## config.mk

```make
export PLATFORM = sky130hd
export DESIGN_NAME = veri_risc
export DESIGN_NICKNAME = d
export VERILOG_FILES = /design/src/rtl/veri_risc_pkg.sv /design/src/rtl/veri_risc_controller.sv /design/src/rtl/veri_risc_memory.sv /design/src/rtl/veri_risc.sv
export SDC_FILE = /design/constraint.sdc
export NUM_CORES = 1
export LEC_CHECK = 0
export CAP_MARGIN = 15
export CELL_PAD_IN_SITES_DETAIL_PLACEMENT = 0
export CELL_PAD_IN_SITES_GLOBAL_PLACEMENT = 1
export CORE_UTILIZATION = 49
export CTS_CLUSTER_SIZE = 40
export DETAILED_ROUTE_END_ITERATION = 10
export PLACE_DENSITY = 0.83
export SYNTH_ARGS = -nofsm -noshare
export SYNTH_HDL_FRONTEND = slang
export SYNTH_SLANG_ARGS = --single-unit
export TNS_END_PERCENT = 50
```

## constraint.sdc

```tcl
create_clock -name clk -period 4.3 [get_ports clk]
set_input_delay 1.29 -clock clk [delete_from_list [all_inputs] [get_ports clk]]
set_output_delay 1.29 -clock clk [all_outputs]
set_load 0.05 [all_outputs]
```

## src/rtl/veri_risc_pkg.sv

```systemverilog
// Shared definitions for the VeriRISC accumulator CPU: widths, opcodes, phases.
package veri_risc_pkg;

  localparam int DATA_W = 8;
  localparam int ADDR_W = 5;

  localparam logic [2:0] OP_HLT = 3'd0;
  localparam logic [2:0] OP_SKZ = 3'd1;
  localparam logic [2:0] OP_ADD = 3'd2;
  localparam logic [2:0] OP_AND = 3'd3;
  localparam logic [2:0] OP_XOR = 3'd4;
  localparam logic [2:0] OP_LDA = 3'd5;
  localparam logic [2:0] OP_STO = 3'd6;
  localparam logic [2:0] OP_JMP = 3'd7;

  // Eight controller phases; every instruction walks through all of them.
  typedef enum logic [2:0] {
    PH_INST_ADDR  = 3'd0,
    PH_INST_FETCH = 3'd1,
    PH_INST_LOAD  = 3'd2,
    PH_IDLE       = 3'd3,
    PH_OP_ADDR    = 3'd4,
    PH_OP_FETCH   = 3'd5,
    PH_ALU_OP     = 3'd6,
    PH_STORE      = 3'd7
  } phase_e;

  // Opcodes that read an operand and load the accumulator.
  function automatic logic is_alu_op(input logic [2:0] op);
    return (op == OP_ADD) || (op == OP_AND) || (op == OP_XOR) || (op == OP_LDA);
  endfunction

endpackage

```

## src/rtl/veri_risc_controller.sv

```systemverilog
// Eight-phase sequencer with control-strobe decode; freezes in OP_ADDR on HLT.
module veri_risc_controller
  import veri_risc_pkg::*;
(
  input  logic       clk,
  input  logic       rst,
  input  logic [2:0] opcode_i,
  input  logic       zero_i,
  output logic       sel_o,
  output logic       rd_o,
  output logic       ld_ir_o,
  output logic       ld_ac_o,
  output logic       ld_pc_o,
  output logic       inc_pc_o,
  output logic       wr_o,
  output logic       data_e_o,
  output logic       halt_o
);

  phase_e state_q, state_d;
  logic   alu_op;

  assign alu_op = is_alu_op(opcode_i);

  // Phase register.
  always_ff @(posedge clk or posedge rst) begin
    if (rst) state_q <= PH_INST_ADDR;
    else     state_q <= state_d;
  end

  // Next phase and strobes for the current phase.
  always_comb begin
    state_d  = state_q;
    sel_o    = 1'b0;
    rd_o     = 1'b0;
    ld_ir_o  = 1'b0;
    ld_ac_o  = 1'b0;
    ld_pc_o  = 1'b0;
    inc_pc_o = 1'b0;
    wr_o     = 1'b0;
    data_e_o = 1'b0;
    halt_o   = 1'b0;
    case (state_q)
      PH_INST_ADDR: begin
        state_d = PH_INST_FETCH;
      end
      PH_INST_FETCH: begin
        rd_o    = 1'b1;
        state_d = PH_INST_LOAD;
      end
      PH_INST_LOAD: begin
        rd_o    = 1'b1;
        ld_ir_o = 1'b1;
        state_d = PH_IDLE;
      end
      PH_IDLE: begin
        rd_o    = 1'b1;
        ld_ir_o = 1'b1;
        state_d = PH_OP_ADDR;
      end
      PH_OP_ADDR: begin
        sel_o = 1'b1;
        if (opcode_i == OP_HLT) begin
          halt_o  = 1'b1;
          state_d = PH_OP_ADDR;
        end else begin
          inc_pc_o = 1'b1;
          state_d  = PH_OP_FETCH;
        end
      end
      PH_OP_FETCH: begin
        sel_o   = 1'b1;
        rd_o    = alu_op;
        state_d = PH_ALU_OP;
      end
      PH_ALU_OP: begin
        sel_o    = 1'b1;
        rd_o     = alu_op;
        inc_pc_o = (opcode_i == OP_SKZ) && zero_i;
        ld_pc_o  = (opcode_i == OP_JMP);
        data_e_o = (opcode_i == OP_STO);
        state_d  = PH_STORE;
      end
      PH_STORE: begin
        sel_o    = 1'b1;
        rd_o     = alu_op;
        ld_ac_o  = alu_op;
        ld_pc_o  = (opcode_i == OP_JMP);
        wr_o     = (opcode_i == OP_STO);
        data_e_o = (opcode_i == OP_STO);
        state_d  = PH_INST_ADDR;
      end
      default: begin
        state_d = PH_INST_ADDR;
      end
    endcase
  end

endmodule

```

## src/rtl/veri_risc_memory.sv

```systemverilog
// 32x8 unified instruction/data memory: synchronous write, combinational read.
module veri_risc_memory
  import veri_risc_pkg::*;
(
  input  logic              clk,
  input  logic              rd_i,
  input  logic              wr_i,
  input  logic [ADDR_W-1:0] addr_i,
  input  logic [DATA_W-1:0] wdata_i,
  output logic [DATA_W-1:0] rdata_o
);

  logic [DATA_W-1:0] mem [0:31];

  // Write port: store the data bus on the rising edge when wr is high.
  always_ff @(posedge clk) begin
    if (wr_i) mem[addr_i] <= wdata_i;
  end

  // Read port: data only driven onto the bus while the controller asks for it.
  always_comb begin
    rdata_o = rd_i ? mem[addr_i] : '0;
  end

endmodule

```

## src/rtl/veri_risc.sv

```systemverilog
// VeriRISC top: PC, IR, AC, ALU and address mux around controller and memory.
module veri_risc
  import veri_risc_pkg::*;
(
  input  logic clk,
  input  logic rst,
  output logic halt
);

  logic [ADDR_W-1:0] pc_q;
  logic [DATA_W-1:0] ir_q;
  logic [DATA_W-1:0] ac_q;

  logic [2:0]        opcode;
  logic              zero;
  logic              sel, rd, ld_ir, ld_ac, ld_pc, inc_pc, wr, data_e;
  logic [ADDR_W-1:0] mem_addr;
  logic [DATA_W-1:0] mem_rdata;
  logic [DATA_W-1:0] data_bus;
  logic [DATA_W-1:0] alu_result;

  assign opcode   = ir_q[7:5];
  assign zero     = (ac_q == '0);
  assign mem_addr = sel ? ir_q[ADDR_W-1:0] : pc_q;
  assign data_bus = data_e ? ac_q : '0;

  // ALU: result loaded into AC at the end of an ALU-op instruction.
  always_comb begin
    alu_result = ac_q;
    case (opcode)
      OP_ADD:  alu_result = ac_q + mem_rdata;
      OP_AND:  alu_result = ac_q & mem_rdata;
      OP_XOR:  alu_result = ac_q ^ mem_rdata;
      OP_LDA:  alu_result = mem_rdata;
      default: alu_result = ac_q;
    endcase
  end

  // Program counter: a jump load wins over increment; wraps naturally at 31.
  always_ff @(posedge clk or posedge rst) begin
    if (rst)         pc_q <= '0;
    else if (ld_pc)  pc_q <= ir_q[ADDR_W-1:0];
    else if (inc_pc) pc_q <= pc_q + 1'b1;
  end

  // Instruction and accumulator registers.
  always_ff @(posedge clk or posedge rst) begin
    if (rst) begin
      ir_q <= '0;
      ac_q <= '0;
    end else begin
      if (ld_ir) ir_q <= mem_rdata;
      if (ld_ac) ac_q <= alu_result;
    end
  end

  veri_risc_controller controller_inst (
    .clk      (clk),
    .rst      (rst),
    .opcode_i (opcode),
    .zero_i   (zero),
    .sel_o    (sel),
    .rd_o     (rd),
    .ld_ir_o  (ld_ir),
    .ld_ac_o  (ld_ac),
    .ld_pc_o  (ld_pc),
    .inc_pc_o (inc_pc),
    .wr_o     (wr),
    .data_e_o (data_e),
    .halt_o   (halt)
  );

  veri_risc_memory memory_inst (
    .clk     (clk),
    .rd_i    (rd),
    .wr_i    (wr),
    .addr_i  (mem_addr),
    .wdata_i (data_bus),
    .rdata_o (mem_rdata)
  );

endmodule

```

==> run metrics <==
status complete, but fails checks; failing checks negative setup slack; cells after synthesis 797; Vias/cell 6.09; CP Data Arrival Time 4.78 ns; vias in the first global route 7438; #FFs+latches synth 280; Worst Max-Slew Pin Slew 1.00 ns; Worst Path Buf+Inv 2; DIE AREA 0.0259 mm2; Slew Viols, Final 0; R2R Path Start controller_inst.state_q[1]$_DFF_PP0_; Power, Total 5.14 mW; Reg area 0.00829 mm2; sequential cell area fraction in the yosys report 0.669; Area Growth Syn to Fin 15.6%; Leakage 4.59 nW; HPWL Detailed 19.7 mm; num ports 3; final non-filler cell total 1235; CTS Sinks 280; Hold Path Class flop to flop; CP Max Fanout 7; dpl cells 1176; Fill cells 1915; syn_area_per_cell 15.5 um2; Worst Setup End Kind flop; Top FF cell, synth edfxtp_1; CP Launch Point controller_inst.state_q[1]$_DFF_PP0_; Setup WS post-layout -0.0489 ns; Initial Util 0.505; hold_sp ac_q[0]$_DFFE_PP0P_; Die X 161 um; initial antenna violation count 0; Tcrit/Tclk final 1.01; Synth async-reset ratio 0.0857; CP Class flop to flop; Syn Nets 811; max incr delay on CP 0.50 ns; clk_skew 0.0116 ns; cell family with most CP delay compound AO/OA/AOI/OAI gates; share of cells above drive strength 1 0.268; Die Span Y 161 um; met3 wire len 2.48 mm; crit-path cells inv_2 -> ha_4 -> o41a_1 -> mux2_4 -> buf_12 -> mux4_2 -> o22a_1 -> o21ai_2 -> nor4_4 -> ha_1 -> a21o_1 -> maj3_2 -> maj3_2 -> a21o_1 -> a211o_1; All-Layer GR Usage 0.237; Nets 907; Port Buffers 2; Setup violations, final 1; Worst-Skew Late Latency 0.54 ns; gr ovfl total 0; M1 WL 12.6 mm; total CTS buffers 29; n_diodes 0; Clock Root Buffer clkbuf_16; DR vias 7521; Post-Syn Area 0.0124 mm2; CTS H-Tree Depth 1; GP Congestion 0.895; drc violations 0; minimum clock period 4.35 ns; First DRT Iteration DRCs 777; unrepaired setup endpoints after global routing true; Core Region 0.0245 mm2; EDFF count, synth 256; element type at the critical path start flop; Antenna Nets Post-Route 0; Rel. slew slack 0.332; Synth cell types 81; Req. time, crit path 4.73 ns; area of the multi-input gates 0.00383 mm2; fin util 0.584; Rows 57; crit path max-delay cell type o41a_1; pin count of the biggest net entering global routing 33; max cap viols 0; Post-CTS Hold Fix Bufs 0; first-pass GRT wire length 45.8 mm; Fmax 0.230 GHz; PD cells 359 mW/mm2; met2 wire length 13.9 mm; endpoints failing hold 0; CTS Buffer Depth 3; yosys warns 0; Max VDD drop 0.309 mV; total wire length 30.2 mm; Wirelength per Cell 24.4 um; max layer used met4; Clock transition at path regs 0.06 ns; Pre-Repair DR Iteration Count 5; CTS tree yes
Yosys cell counts, types with 9 or more instances:
master,number,area [um2]
nor3_1,12,60.1
inv_1,12,45.0
mux2i_1,41,410
o22ai_1,21,131
nor2_1,56,210
nand2_1,67,251
ha_1,11,138
a21oi_1,15,75.1
nand2b_1,9,56.3
o21ai_0,37,185
edfxtp_1,256,7690
and2_1,9,56.3
dfrtp_1,24,601
clkbuf_1,14,52.6
mux4_2,38,856
a31oi_1,9,56.3
buf_6,11,124
sequential cells by signal (all words and copies together), names as in the netlist:
name                     cells
ir_q                         8
pc_q                         5
ac_q                         8
memory_inst.mem            256
controller_inst.state_q      3
power breakdown:
part / internal (mW) / switching (mW)
clock network: 1.22 / 0.986
registers: 2.93 / 0
logic: 0.000842 / 0.00476
total: 4.15 / 0.991
layout by cell type (no fill, tap or decap), types with 12 or more instances in the layout:
cell type,synthesis,layout
o21ai_0,37,30
nor3_1,12,12
a21oi_1,15,14
mux2i_1,41,41
mux4_2,38,38
nand2_1,67,67
nor2_1,56,55
dfrtp_1,24,24
clkbuf_16,0,29
buf_4,1,99
edfxtp_1,256,256
o22ai_1,21,19
final cells by class:
cell class / count / share of cell area
clock buffer: 33 / 0.0517
tap: 324 / 0.0283
clock inverter: 16 / 0.00585
sequential: 280 / 0.579
timing repair buffer: 109 / 0.0647
multi-input combinational: 461 / 0.268
inverter: 12 / 0.00315
per-layer routing:
| metal | vias up | global-route usage |
|---|---|---|
| li1 | 3342 | - |
| met4 | 0 | 0.0918 |
| met2 | 370 | 0.368 |
| met5 | - | 0 |
| met3 | 68 | 0.0354 |
| met1 | 3741 | 0.340 |
worst paths after layout:
check,endpoint,slack (ns),depth (start not counted)
worst max-delay path,ac_q[7]$_DFFE_PP0P_,-0.05,15
worst min-delay path,ac_q[0]$_DFFE_PP0P_,0.57,2
worst max register to register,ac_q[7]$_DFFE_PP0P_,-0.05,15
worst min register to register,ac_q[0]$_DFFE_PP0P_,0.57,2
max in group asynchronous,pc_q[2]$_DFFE_PP0P_,2.39,2
min in group asynchronous,ac_q[5]$_DFFE_PP0P_,1.29,2
through the flow:
step | TNS (ns) | hold slack, ns | area (um2) | setup slack (ns)
4_1_cts | 0 | 0.562 | 14200 | 0.00113
6_report | -0.0489 | 0.571 | 14300 | -0.0489
3_3_place_gp | -0.151 | 0.543 | 13200 | -0.0714
2_1_floorplan | -0.651 | 0.492 | 12500 | -0.224
3_5_place_dp | -0.539 | 0.543 | 13200 | -0.219
5_1_grt | -0.397 | 0.635 | 14300 | -0.117
worst register-to-register path: stages (launching register included):
cell     delay (ns)
dfrtp_1        0.39
inv_2          0.08
ha_4           0.16
o41a_1         0.50
mux2_4         0.46
buf_12         0.18
mux4_2         0.32
o22a_1         0.23
o21ai_2        0.11
nor4_4         0.25
ha_1           0.32
a21o_1         0.16
maj3_2         0.31
maj3_2         0.35
a21o_1         0.17
a211o_1        0.24
kinds of logic after synthesis:
| group | after synthesis | synth area share |
|---|---|---|
| adders and majority gates | 14 | 0.0145 |
| and+or+nand+nor | 204 | 0.0812 |
| muxes | 88 | 0.111 |
| DFF | 280 | 0.669 |
| buffers and inverters | 56 | 0.0334 |
| AOI/OAI and AO/OA | 147 | 0.0852 |
| xor gates and xnor gates | 8 | 0.00566 |
what timing repair did:
action	4_1_cts	5_1_grt
endpoints found under the hold margin	0	0
endpoints found under the setup margin	6	7
cloned	2	0
resized for setup	20	15
setup buffers	6	3
pin swaps	9	1
Note: power is estimated with default switching activity, not from simulation.
